==> src/rtl/multi_phase_signal_controller_if.sv <==
// Demand inputs and lamp outputs of the N-phase signal controller.
interface multi_phase_signal_controller_if #(
    parameter int N_PHASES = 4
);
    localparam int PW = (N_PHASES > 1) ? $clog2(N_PHASES) : 1;

    logic [N_PHASES-1:0] req;
    logic                ped_req;
    logic [N_PHASES-1:0] green;
    logic [N_PHASES-1:0] yellow;
    logic [N_PHASES-1:0] red;
    logic                walk;
    logic [PW-1:0]       active_phase;
    logic                ped_pending;

    modport master (
        output req, ped_req,
        input  green, yellow, red, walk, active_phase, ped_pending
    );

    modport slave (
        input  req, ped_req,
        output green, yellow, red, walk, active_phase, ped_pending
    );
endinterface

==> src/rtl/multi_phase_signal_controller.sv <==
// N-phase signal controller: round-robin green with gap-out/max-out, yellow,
// all-red clearance and an exclusive pedestrian walk interval.
module multi_phase_signal_controller #(
    parameter int N_PHASES    = 4,
    parameter int CNT_W       = 8,
    parameter int T_MIN_GREEN = 14,
    parameter int T_MAX_GREEN = 40,
    parameter int T_YELLOW    = 4,
    parameter int T_ALL_RED   = 2,
    parameter int T_WALK      = 10,
    parameter int HOME_PHASE  = 0
) (
    input  logic Clk,
    input  logic reset,
    multi_phase_signal_controller_if.slave bus
);
    localparam int PW = (N_PHASES > 1) ? $clog2(N_PHASES) : 1;
    localparam logic [PW-1:0]    HOME     = PW'(HOME_PHASE);
    localparam logic [CNT_W-1:0] T_MIN_M1 = CNT_W'(T_MIN_GREEN - 1);
    localparam logic [CNT_W-1:0] T_MAX_M1 = CNT_W'(T_MAX_GREEN - 1);
    localparam logic [CNT_W-1:0] T_Y_M1   = CNT_W'(T_YELLOW - 1);
    localparam logic [CNT_W-1:0] T_AR_M1  = CNT_W'(T_ALL_RED - 1);
    localparam logic [CNT_W-1:0] T_W_M1   = CNT_W'(T_WALK - 1);
    localparam logic [CNT_W-1:0] T_SAT    = '1;

    typedef enum logic [1:0] {S_GREEN, S_YELLOW, S_ALL_RED, S_WALK} state_t;

    state_t           state, state_n;
    logic [PW-1:0]    p, p_n, q, q_n;
    logic [CNT_W-1:0] timer, timer_n;
    logic             ped_pend, ped_n;
    logic             walk_done, walk_done_n;

    logic [PW-1:0]       nxt, cand;
    logic                found;
    logic [N_PHASES-1:0] others;
    logic                other;

    // Round-robin search from p+1 with wrap; falls back to home, then to p.
    always_comb begin
        nxt   = (p != HOME) ? HOME : p;
        found = 1'b0;
        cand  = '0;
        for (int k = 1; k < N_PHASES; k++) begin
            cand = PW'((int'(p) + k) % N_PHASES);
            if (!found && bus.req[cand]) begin
                nxt   = cand;
                found = 1'b1;
            end
        end
    end

    assign others = bus.req & ~({{(N_PHASES-1){1'b0}}, 1'b1} << p);
    assign other  = (|others) || (p != HOME);

    always_comb begin
        state_n     = state;
        p_n         = p;
        q_n         = q;
        walk_done_n = walk_done;
        ped_n       = ped_pend | (bus.ped_req & (state != S_WALK));
        unique case (state)
            S_GREEN:
                if (timer >= T_MIN_M1 && (other || ped_pend) &&
                    (!bus.req[p] || timer == T_MAX_M1)) begin
                    state_n = S_YELLOW;
                    q_n     = nxt;
                end
            S_YELLOW:
                if (timer == T_Y_M1) state_n = S_ALL_RED;
            S_ALL_RED:
                if (timer == T_AR_M1) begin
                    if (ped_pend && !walk_done) begin
                        state_n = S_WALK;
                        ped_n   = 1'b0;
                    end else begin
                        state_n     = S_GREEN;
                        p_n         = q;
                        walk_done_n = 1'b0;
                    end
                end
            S_WALK:
                if (timer == T_W_M1) begin
                    state_n     = S_ALL_RED;
                    walk_done_n = 1'b1;
                end
        endcase
        if (state_n != state)  timer_n = '0;
        else if (timer == T_SAT) timer_n = timer;
        else                   timer_n = timer + 1'b1;
    end

    always_ff @(posedge Clk) begin
        if (reset) begin
            state     <= S_GREEN;
            p         <= HOME;
            q         <= HOME;
            timer     <= '0;
            ped_pend  <= 1'b0;
            walk_done <= 1'b0;
        end else begin
            state     <= state_n;
            p         <= p_n;
            q         <= q_n;
            timer     <= timer_n;
            ped_pend  <= ped_n;
            walk_done <= walk_done_n;
        end
    end

    always_comb begin
        bus.green  = '0;
        bus.yellow = '0;
        if (state == S_GREEN)  bus.green[p]  = 1'b1;
        if (state == S_YELLOW) bus.yellow[p] = 1'b1;
        bus.red = ~(bus.green | bus.yellow);
    end

    assign bus.walk         = (state == S_WALK);
    assign bus.active_phase = p;
    assign bus.ped_pending  = ped_pend;
endmodule

==> src/flat_wrapper.sv <==
// flat-port wrapper written by rule: the top's interface ports become plain ports
module multi_phase_signal_controller_flat 
#(
    parameter int N_PHASES    = 4,
    parameter int CNT_W       = 8,
    parameter int T_MIN_GREEN = 14,
    parameter int T_MAX_GREEN = 40,
    parameter int T_YELLOW    = 4,
    parameter int T_ALL_RED   = 2,
    parameter int T_WALK      = 10,
    parameter int HOME_PHASE  = 0
)
  (Clk, reset, bus_req, bus_ped_req, bus_green, bus_yellow, bus_red, bus_walk, bus_active_phase, bus_ped_pending);
  multi_phase_signal_controller_if #(.N_PHASES(N_PHASES)) bus_i ();
  input  logic Clk;
  input  logic reset;
  input wire logic [$bits(bus_i.req)-1:0] bus_req;
  input wire logic [$bits(bus_i.ped_req)-1:0] bus_ped_req;
  output wire logic [$bits(bus_i.green)-1:0] bus_green;
  output wire logic [$bits(bus_i.yellow)-1:0] bus_yellow;
  output wire logic [$bits(bus_i.red)-1:0] bus_red;
  output wire logic [$bits(bus_i.walk)-1:0] bus_walk;
  output wire logic [$bits(bus_i.active_phase)-1:0] bus_active_phase;
  output wire logic [$bits(bus_i.ped_pending)-1:0] bus_ped_pending;
  assign bus_i.req = bus_req;
  assign bus_i.ped_req = bus_ped_req;
  assign bus_green = bus_i.green;
  assign bus_yellow = bus_i.yellow;
  assign bus_red = bus_i.red;
  assign bus_walk = bus_i.walk;
  assign bus_active_phase = bus_i.active_phase;
  assign bus_ped_pending = bus_i.ped_pending;
  multi_phase_signal_controller #(.N_PHASES(N_PHASES), .CNT_W(CNT_W), .T_MIN_GREEN(T_MIN_GREEN), .T_MAX_GREEN(T_MAX_GREEN), .T_YELLOW(T_YELLOW), .T_ALL_RED(T_ALL_RED), .T_WALK(T_WALK), .HOME_PHASE(HOME_PHASE)) u_core (.Clk(Clk), .reset(reset), .bus(bus_i));
endmodule
==> config.mk <==
export PLATFORM = sky130hd
export DESIGN_NAME = multi_phase_signal_controller_flat
export DESIGN_NICKNAME = d
export VERILOG_FILES = /design/src/rtl/multi_phase_signal_controller_if.sv /design/src/rtl/multi_phase_signal_controller.sv /design/src/flat_wrapper.sv
export SDC_FILE = /design/constraint.sdc
export NUM_CORES = 1
export LEC_CHECK = 0
export CORE_MARGIN = 1.5
export CORE_UTILIZATION = 55
export CTS_CLUSTER_DIAMETER = 200
export CTS_CLUSTER_SIZE = 40
export DETAILED_ROUTE_END_ITERATION = 10
export PLACE_DENSITY = 0.81
export RECOVER_POWER = 100
export REMOVE_ABC_BUFFERS = 1
export SLEW_MARGIN = 20
export SYNTH_ARGS = -nofsm -noshare
export SYNTH_HDL_FRONTEND = slang
export SYNTH_SLANG_ARGS = --single-unit
==> constraint.sdc <==
create_clock -name Clk -period 5.05 [get_ports Clk]
set_clock_uncertainty 0.05 [all_clocks]
set_input_delay 1.01 -clock Clk [delete_from_list [all_inputs] [get_ports Clk]]
set_output_delay 1.01 -clock Clk [all_outputs]
set_load 0.01 [all_outputs]
Word-level counts from Yosys, hierarchy flattened
Cells that the tools add are included.
{ "totals": {"wordCells": 89, "in_bits": 7, "regBits": 16, "out_inout_bits": 16} }
{ "classes": {"shift": 1, "mux": 31, "n_reduce_logical": 21, "n_bitwise": 7, "n_eq_ne": 13, "n_addsub": 4, "magnitude_cmp": 6} }
{ "ops": {"columns": ["cell", "n"], "rows": [
  ["$mux W2", 9],
  ["$mux W1", 13],
  ["$lt A2 B3 Y1 const B", 4],
  ["$add A8 B1 Y8 const B", 1],
  ["$bmux W1 S2", 4],
  ["$eq A8 B1 Y1 const B", 1],
  ["$eq A8 B2 Y1 const B", 1],
  ["$eq A8 B4 Y1 const B", 1],
  ["$eq A8 B6 Y1 const B", 1],
  ["$eq A8 B8 Y1 const B", 1],
  ["$ge A8 B4 Y1 const B", 1],
  ["$mux W4", 2],
  ["$not A4 Y4", 2],
  ["$pmux W2 S4", 1],
  ["$logic_and A1 B1 Y1", 6],
  ["$add A2 B2 Y2 const B", 2],
  ["$and A4 B4 Y4", 1],
  ["$eq A2 B2 Y1 const B", 2],
  ["$logic_not A1 Y1", 4],
  ["$ne A2 B1 Y1 const B", 2],
  ["$ne A2 B2 Y1 const B", 2],
  ["$or A4 B4 Y4", 1],
  ["$reduce_and A4 Y1", 1],
  ["$reduce_bool A2 Y1", 2],
  ["16 further kinds", 18]
]} }

Depth between registers and ports, before layout
Gate-level depths: netlist (run 1).
{ "depth": {"word_depth": 12, "depth_mapped": 10, "mapped_depth_nobuf": 7} }

Worst setup path after synthesis (run 1)
Ideal clock, no wire load.
{ "synth_timing": {"kind": "flip-flop to flip-flop", "start": "register u_core.p[0] (netlist: u_core.bus.active_phase[0])", "end": "register u_core.q[0]", "t_required_ns": 4.909, "setup_slack_ns": 2.516, "stages_incl_launch_ff": 7, "path_buffers": 1, "arrival_time_ns": 2.393, "setup_time_ns": 0.091, "cell_sequence": "dfxtp_1 -> clkbuf_1 -> inv_1 -> ha_1 -> mux4_2 -> a2111o_1 -> a311oi_1"} }
{ "synth_via": {"elab_chain_cells": 10, "elab_cells_between_ends": 33, "classes_between": "add/sub (3); shift (1); mux (14); bitwise (2); reduce/logical (13)"} }
{ "synth_lines": {"columns": ["element", "line_no", "source"], "rows": [
  ["from (decl)", "multi_phase_signal_controller.sv:29", "logic [PW-1:0] p, p_n, q, q_n;"],
  ["from (signal assigned)", "multi_phase_signal_controller.sv:103", "p <= p_n;"],
  ["$add A2 B1 Y2", "multi_phase_signal_controller.sv:45", "cand = PW'((int'(p) + k) % N_PHASES);"],
  ["$bmux W1 S2", "multi_phase_signal_controller.sv:46", "if (!found && bus.req[cand]) begin"],
  ["$mux W1 (implied by the code)", "multi_phase_signal_controller.sv:46", null],
  ["$mux W1", "multi_phase_signal_controller.sv:46", null],
  ["$logic_not A1 Y1", "multi_phase_signal_controller.sv:46", null],
  ["$logic_and A1 B1 Y1", "multi_phase_signal_controller.sv:46", null],
  ["$mux W1", "multi_phase_signal_controller.sv:46", null],
  ["$logic_not A1 Y1", "multi_phase_signal_controller.sv:46", null],
  ["$logic_and A1 B1 Y1", "multi_phase_signal_controller.sv:46", null],
  ["$mux W2", "multi_phase_signal_controller.sv:46", null],
  ["to (signal assigned)", "multi_phase_signal_controller.sv:104", "q <= q_n;"],
  ["to (decl)", "multi_phase_signal_controller.sv:29", null]
]} }
Several ways; a longest one is shown, not always the timed one. The select of a mux whose other input is x is not followed.
A chain may end at the register's enable or synchronous reset.

Final worst setup path (run 1)
{ "layout_timing": {"start": "register u_core.p[0] (netlist: u_core.bus.active_phase[0])", "end": "output bus_yellow[0]"} }
{ "layout_via": {"elab_chain_cells": 5, "elab_cells_between_ends": 6, "classes_between": "order compare (2); mux (3); reduce/logical (1)"} }
{ "layout_lines": {"columns": ["element", "line_no", "source"], "rows": [
  ["$lt A2 B3 Y1 (implied by the code) or $ge A2 B1 Y1 (tied branches)", "multi_phase_signal_controller.sv:115", "if (state == S_YELLOW) bus.yellow[p] = 1'b1;"],
  ["$logic_and A1 B1 Y1 (implied by the code)", "multi_phase_signal_controller.sv:115", null],
  ["$mux W1 (implied by the code)", "multi_phase_signal_controller.sv:115", null],
  ["$demux W1 S2 (*)", null, null],
  ["$mux W4 (*)", "multi_phase_signal_controller.sv:115", null],
  ["to (decl)", "flat_wrapper.sv:20", "output wire logic [$bits(bus_i.yellow)-1:0] bus_yellow;"]
]} }
Mark *: on every way between the ends. The rest lies on a longest branch, timed or not.

==> results.md, run 1 <==
- CP max stage delay: between 0.7 and 0.8 ns
- H-tree depth: 1
- Layout area overhead: 18.1%
- Setup slack, reg-to-reg: 2.37 ns
- Design Area, Final: between 1000 and 1500 um2
- Mapped Cells: ~160
- Reg2Reg Capture Point: u_core.q[0]
- Sequential share of power: 53.4%
- HP Class: flop to flop
- Ports: 23
- Max-Cap Viols: 0
- Total Nets Final: 191
- Internal: ~0.00019 W
- Top cells by count, synth: nor2_1 (19), dfxtp_1 (16), inv_1 (11), nand2b_1 (9), o21ai_0 (8)
- Worst R2R Path Depth: 5
- Core area: 2190 um2
- Most common cell in the netlist: nor2_1
- Post-synth EDFFs: 0
- Resized cells post-CTS: 0
- Peak Freq: ~0.3 GHz
- CP Class: flop to output pin
- Placed Area: 1470 um2
- Slew Viols, Final: 0
- Area leader, netlist: dfxtp_1
- Final core utilization: 67.9%
- Area contributors post-synth: dfxtp_1 (25%), ha_1 (7.0%), nor2_1 (5.7%), mux2i_1 (4.8%), nand2b_1 (4.5%)
- Status: complete, no violations
- Worst Hold Depth: 2
- Tmin final: 3.34 ns
- CTS tree: done
- CP max-delay cell: dfxtp_1
- RSZ-0062 raised after global routing: no
- Number of setup buffers added after CTS: 0
- DIE AREA: 2590 um2
- Pwr dens: roughly 170 nW/um2
- Largest net degree at the start of global routing: 17
- # clock sinks: 16
- First-pass GRT wire length: 4950 um
- Final Hold Vio Count: 0
- Syn Area/Cell: 7.92 um2
- Vias in the first global route: around 1.1k
- DRC viols: 0
- Peak VDD IR: 0.000117 V
- Syn Std Cell Area: about 1300 um2
- Vias: 1231
- Logic pwr share: between 10% and 20%
- Buffers on Ports: 22
- Routed Antenna Nets: 0
- Seq/Total Area, Yosys: 25.4%
- Post-synthesis cell type count: 45
- Layout cell share with drive strength beyond 1: 3.41%
- Initial antenna violation count: 0
- Starting Density: approximately 58%
- Sw Share: 24.8%
- Die X: just over 50 um
- CP endpoint kind: output pin
- DR vias/cell: 6.03
- Post-Route WL: 2920 um
- Final HPWL DP: roughly 2300 um
- CP Max Fanout: 16
- Die Ht: between 50 and 60 um
- Count of final setup violators: 0
- GRT Util Overall: about a quarter
- Commonest register cell after synthesis: dfxtp_1
- Static Leakage: about 0.58 nW
- Switch Pwr: ~0.000062 W
- WP data arrival: 2.28 ns
- Worst Path Required: 3.99 ns
- Share of the synthesized area in the top cell type: 25.4%
- Critical path launch point type: flop
- WL/cell: 14.3 um
- DR iter-0 viols: 33
- CP dominant cell by count: inv_1
- Post-CTS Hold Buffers: 0
- Filler Cell Count: about 190
- Crit. Startpoint: u_core.bus.active_phase[0]
- GP Congestion: around 0.85
- FP Rows: 17
- Latest clock arrival within the worst-skew pair: roughly 0.28 ns
- Crit share post-route: 66.1%
- CTS Buf Count: 3
- Worst R2R Start: u_core.bus.active_phase[0]
- CTS Root Cell: clkbuf_4
- Antenna Cells: 0
- Gr ovfl total: 0
- Pre-antenna DRT Iters: 4
- Worst setup path end: bus_yellow[0]
- Worst Tran Pin Value: roughly 0.67 ns
- Async S/R FF share, synth: 0%
- Syn. warnings: 0
- Synthesis-stage register bit count: 16
- Clk slew on worst S/H paths: 0.10 ns
- Sum of negative setup slack: 0 ns
- Clock Path Buffers: 2
- Worst relative slew slack: 54.8%
- Clock power share: 33.8%
- Worst-path cell chain: inv_1 -> ha_1 -> inv_1 -> nor3_1 -> dlygate4sd3_1
==> metal layers <==
layer,up-vias,share of wire (%),track usage (%)
li1,605,-,-
met1,589,43,30.5
met2,31,51,44.5
met3,6,3.7,4.97
met4,0,2.0,7.21
met5,-,0,0
==> through the flow <==
stage | setup slack [ns] | instances | total power [W] | hold WS [ns]
detailed placement | 1.92 | 200 | 0.000168 | 0.423
global route | 1.56 | 204 | 0.000261 | 0.459
floorplan | 2.64 | 150 | 0.000154 | 0.393
CTS | 1.82 | 204 | 0.000252 | 0.440
finish | 1.71 | 204 | 0.000249 | 0.436
global placement | 1.99 | 200 | 0.000167 | 0.425
==> registers in the layout (all words and copies together) (netlist names) <==
signal	flops
u_core.state	2
u_core.walk_done	1
u_core.q	2
u_core.timer	8
u_core.bus.ped_pending	1
u_core.bus.active_phase	2
==> critical path: cells and delay by family (launching register included) <==
family | cells | cell delay (ns)
buffers and inverters | 3 | 0.92
DFF | 1 | 0.72
adders and majority gates | 1 | 0.28
and+or+nand+nor | 1 | 0.07
==> placed cells by master, fill, tap and decap left out, drive strengths merged, types with 2 or more instances in the layout <==
cell	count
mux4	2
clkdlybuf4s50	5
nand2b	9
a211oi	3
and2	7
dfxtp	16
nand2	7
inv	11
clkbuf	4
nand3	4
a31oi	2
o21ai	9
nor2b	5
nor4	2
a21oi	7
and4	2
mux2i	6
o211ai	3
nand4	3
dlygate4sd3	17
nor3	4
o31ai	3
ha	7
nor2	19
or3	2
xnor2	2
==> power groups by stage <==
stage / Sequential, W / Combinational [W] / Clock (W)
after floorplan: 0.000135 / 0.0000191 / 0
after global placement: 0.000136 / 0.0000311 / 0
after detailed placement: 0.000136 / 0.0000324 / 0
after CTS: 0.000133 / 0.0000327 / 0.0000859
after global routing: 0.000134 / 0.0000357 / 0.0000914
final: 0.000133 / 0.0000317 / 0.0000842
==> worst min-delay path by stage <==
| stage | start | slack [ns] | to |
|---|---|---|---|
| final | u_core.q[1] | 0.44 | u_core.q[1] |
| after floorplan | u_core.q[1] | 0.39 | u_core.q[1] |
| after global routing | u_core.q[1] | 0.46 | u_core.q[1] |
| after CTS | u_core.q[1] | 0.44 | u_core.q[1] |
| after detailed placement | u_core.q[1] | 0.42 | u_core.q[1] |
| after global placement | u_core.q[1] | 0.43 | u_core.q[1] |
==> kinds of logic after synthesis <==
logic type | count (synthesis) | synth area share [%]
AO/OA/AOI/OAI | 34 | 18.7
buffers and inverters | 20 | 6.75
multiplexers | 9 | 9.53
AND/OR/NAND/NOR | 71 | 31.3
flip-flops | 16 | 25.4
XOR/XNOR | 2 | 1.39
adder cells (fa/ha/maj) | 7 | 6.95
==> cell type report <==
class	count	area, um2	share of cell area, %
flip-flops and latches	16	320	21.5
multi-input cells	123	835	56.1
inverters	11	41.3	2.78
repair buffers	22	220	14.8
clock buffers	4	36.3	2.44
well taps	28	35.0	2.35
Power figures use the tool's default switching activity.
==> inputs of run 2 (changes only) <==
- CORE_UTILIZATION: 55 -> 47
- PLACE_DENSITY: 0.81 -> 0.74
- clock period: 5.05 -> 2.7 ns (I/O delays scaled with it)
==> results.md, run 2 (same netlist as run 1, synthesis figures left out) <==
- Crit share post-route: 95.7%
- Ports: 23 (unchanged)
- Count of final setup violators: 0 (unchanged)
- Worst Path Required: 2.87 ns (-1.12 ns)
- Peak VDD IR: 0.000284 V (+140%)
- Total Nets Final: 196 (+2.6%)
- Clock Path Buffers: 2 (unchanged)
- DIE AREA: 3000 um2 (+16%)
- RSZ-0062 raised after global routing: no
- # clock sinks: 16 (unchanged)
- Internal: 0.000354 W (+89%)
- Largest Register: u_core.timer
- Initial antenna violation count: 0 (unchanged)
- Placed Area: 1510 um2 (+2.7%)
- DR vias/cell: 5.77 (-4.3%)
- Tmin final: 2.58 ns
- Slew Viols, Final: 0 (unchanged)
- FP Rows: 18 (+1)
- Antenna Cells: 0 (unchanged)
- Starting Density: 50.4% (-7.1 points)
- DRC viols: 0 (unchanged)
- GR Util met2: 42.1% (-2.5 points)
- Resized cells post-CTS: 0 (unchanged)
- Largest register FFs: 8 (unchanged)
- Grt peak-use layer: met2
- Static Leakage: 0.580 nW (+0.58%)
- Number of setup buffers added after CTS: 0 (unchanged)
- Die Ht: 54.8 um (+7.7%)
- Max-Cap Viols: 0 (unchanged)
- Clk slew on worst S/H paths: 0.11 ns (about the same)
- CP Max Fanout: 8 (-8)
- First-pass GRT wire length: 4860 um (-1.8%)
- Core area: 2500 um2 (+14%)
- Logic pwr share: 13.3% (+0.5 points)
- CTS tree: done
- WL/cell: 14.7 um (+2.3%)
- Worst relative slew slack: 64.2% (+9.4 points)
- GP Congestion: 0.853 (+0.44%)
- Clock power share: 35.0% (+1.2 points)
- Worst Tran Pin Value: 0.532 ns (-0.140 ns)
- Final Hold Vio Count: 0 (unchanged)
- Critical path launch point type: primary input
- Switch Pwr: 0.000127 W (+110%)
- CTS Buf Count: 3 (unchanged)
- Sum of negative setup slack: 0 ns (unchanged)
- Layout cell share with drive strength beyond 1: 6.63% (+3.2 points)
- Post-CTS Hold Buffers: 0 (unchanged)
- CP Class: primary input to flop
- Sw Share: 26.5% (+1.7 points)
- Layout area overhead: 21.7%
- Post-Route WL: 3090 um (+5.8%)
- WP data arrival: 2.75 ns (+0.47 ns)
- Most common cell after layout, fill and taps aside: nor2_1
- Pwr dens: 314 nW/um2 (+88%)
- Sequential share of power: 51.7% (-1.7 points)
- Vias: 1218 (-1.1%)
- CP endpoint kind: flop
- Met1 Use GR: 24.4% (-6.1 points)
- Pre-antenna DRT Iters: 4 (unchanged)
- Routed Antenna Nets: 0 (unchanged)
- Design Area, Final: 1530 um2 (+3.1%)
- Status: complete, no violations
- DR iter-0 viols: 46 (+39%)
- Largest net degree at the start of global routing: 16 (-1)
- Met3 GRT Util: 3.01% (-2.0 points)
- CTS Root Cell: clkbuf_4
- Buffers on Ports: 22 (unchanged)
- Vias in the first global route: 1142 (+4.5%)
- Most used cells in the layout excluding fill and tap cells: nor2_1 (19), dfxtp_1 (16), clkdlybuf4s50_1 (12)
- Gr ovfl total: 0 (unchanged)
- Peak Freq: between 0.3 and 0.4 GHz
- Final HPWL DP: 2350 um (+4.1%)
- HP Class: flop to flop
- Latest clock arrival within the worst-skew pair: 0.30 ns (+0.02 ns)
- H-tree depth: 1 (unchanged)
- Die X: 54.8 um (+7.7%)
- GRT Util Overall: 22.5% (-2.5 points)
run 2: power groups by stage:
stage	Clock, W	Combinational, W	Sequential [W]
3_3_place_gp	0	0.0000620	0.000254
2_1_floorplan	0	0.0000358	0.000253
6_report	0.000168	0.0000642	0.000249
5_1_grt	0.000174	0.0000703	0.000250
3_5_place_dp	0	0.0000649	0.000254
4_1_cts	0.000164	0.0000652	0.000249
run 2: final timing paths:
check,endpoint,start,cells after the start,slack [ns]
worst min register to register,u_core.q[1],u_core.q[1],2,0.43
worst max register to register,u_core.timer[2],u_core.bus.active_phase[0],7,0.31
worst min-delay path,u_core.q[1],u_core.q[1],2,0.43
worst max-delay path,u_core.timer[2],bus_req[2],6,0.12
run 2: cell type report:
class,instances,area (um2)
repair buffers,27,254
clock buffers,4,36.3
well taps,30,37.5
flip-flops and latches,16,320
fillers,225,966
inverters,11,41.3
multi-input cells,123,845
run 2: routing by layer:
layer,vias up,share of wire (%)
li1,619,-
met1,560,44
met2,34,51
met3,5,3.6
met4,0,1.3
met5,-,0
run 2: worst max-delay path: stages:
cell           delay, ns
dlygate4sd3_1       0.66
mux4_1              0.29
o31ai_1             0.07
and4_1              0.27
or4_1               0.71
a211oi_2            0.21
run 2: per-stage QoR:
stage	utilization (%)	total power [W]	std cells	setup WS [ns]	hold WS (ns)
final	61.4	0.000482	211	0.115	0.432
after global routing	61.4	0.000494	211	0.0100	0.450
after CTS	61.9	0.000478	211	0.166	0.434
after detailed placement	60.5	0.000319	207	0.0531	0.419
after global placement	60.5	0.000316	207	0.172	0.416
after floorplan	-	0.000288	150	0.288	0.393
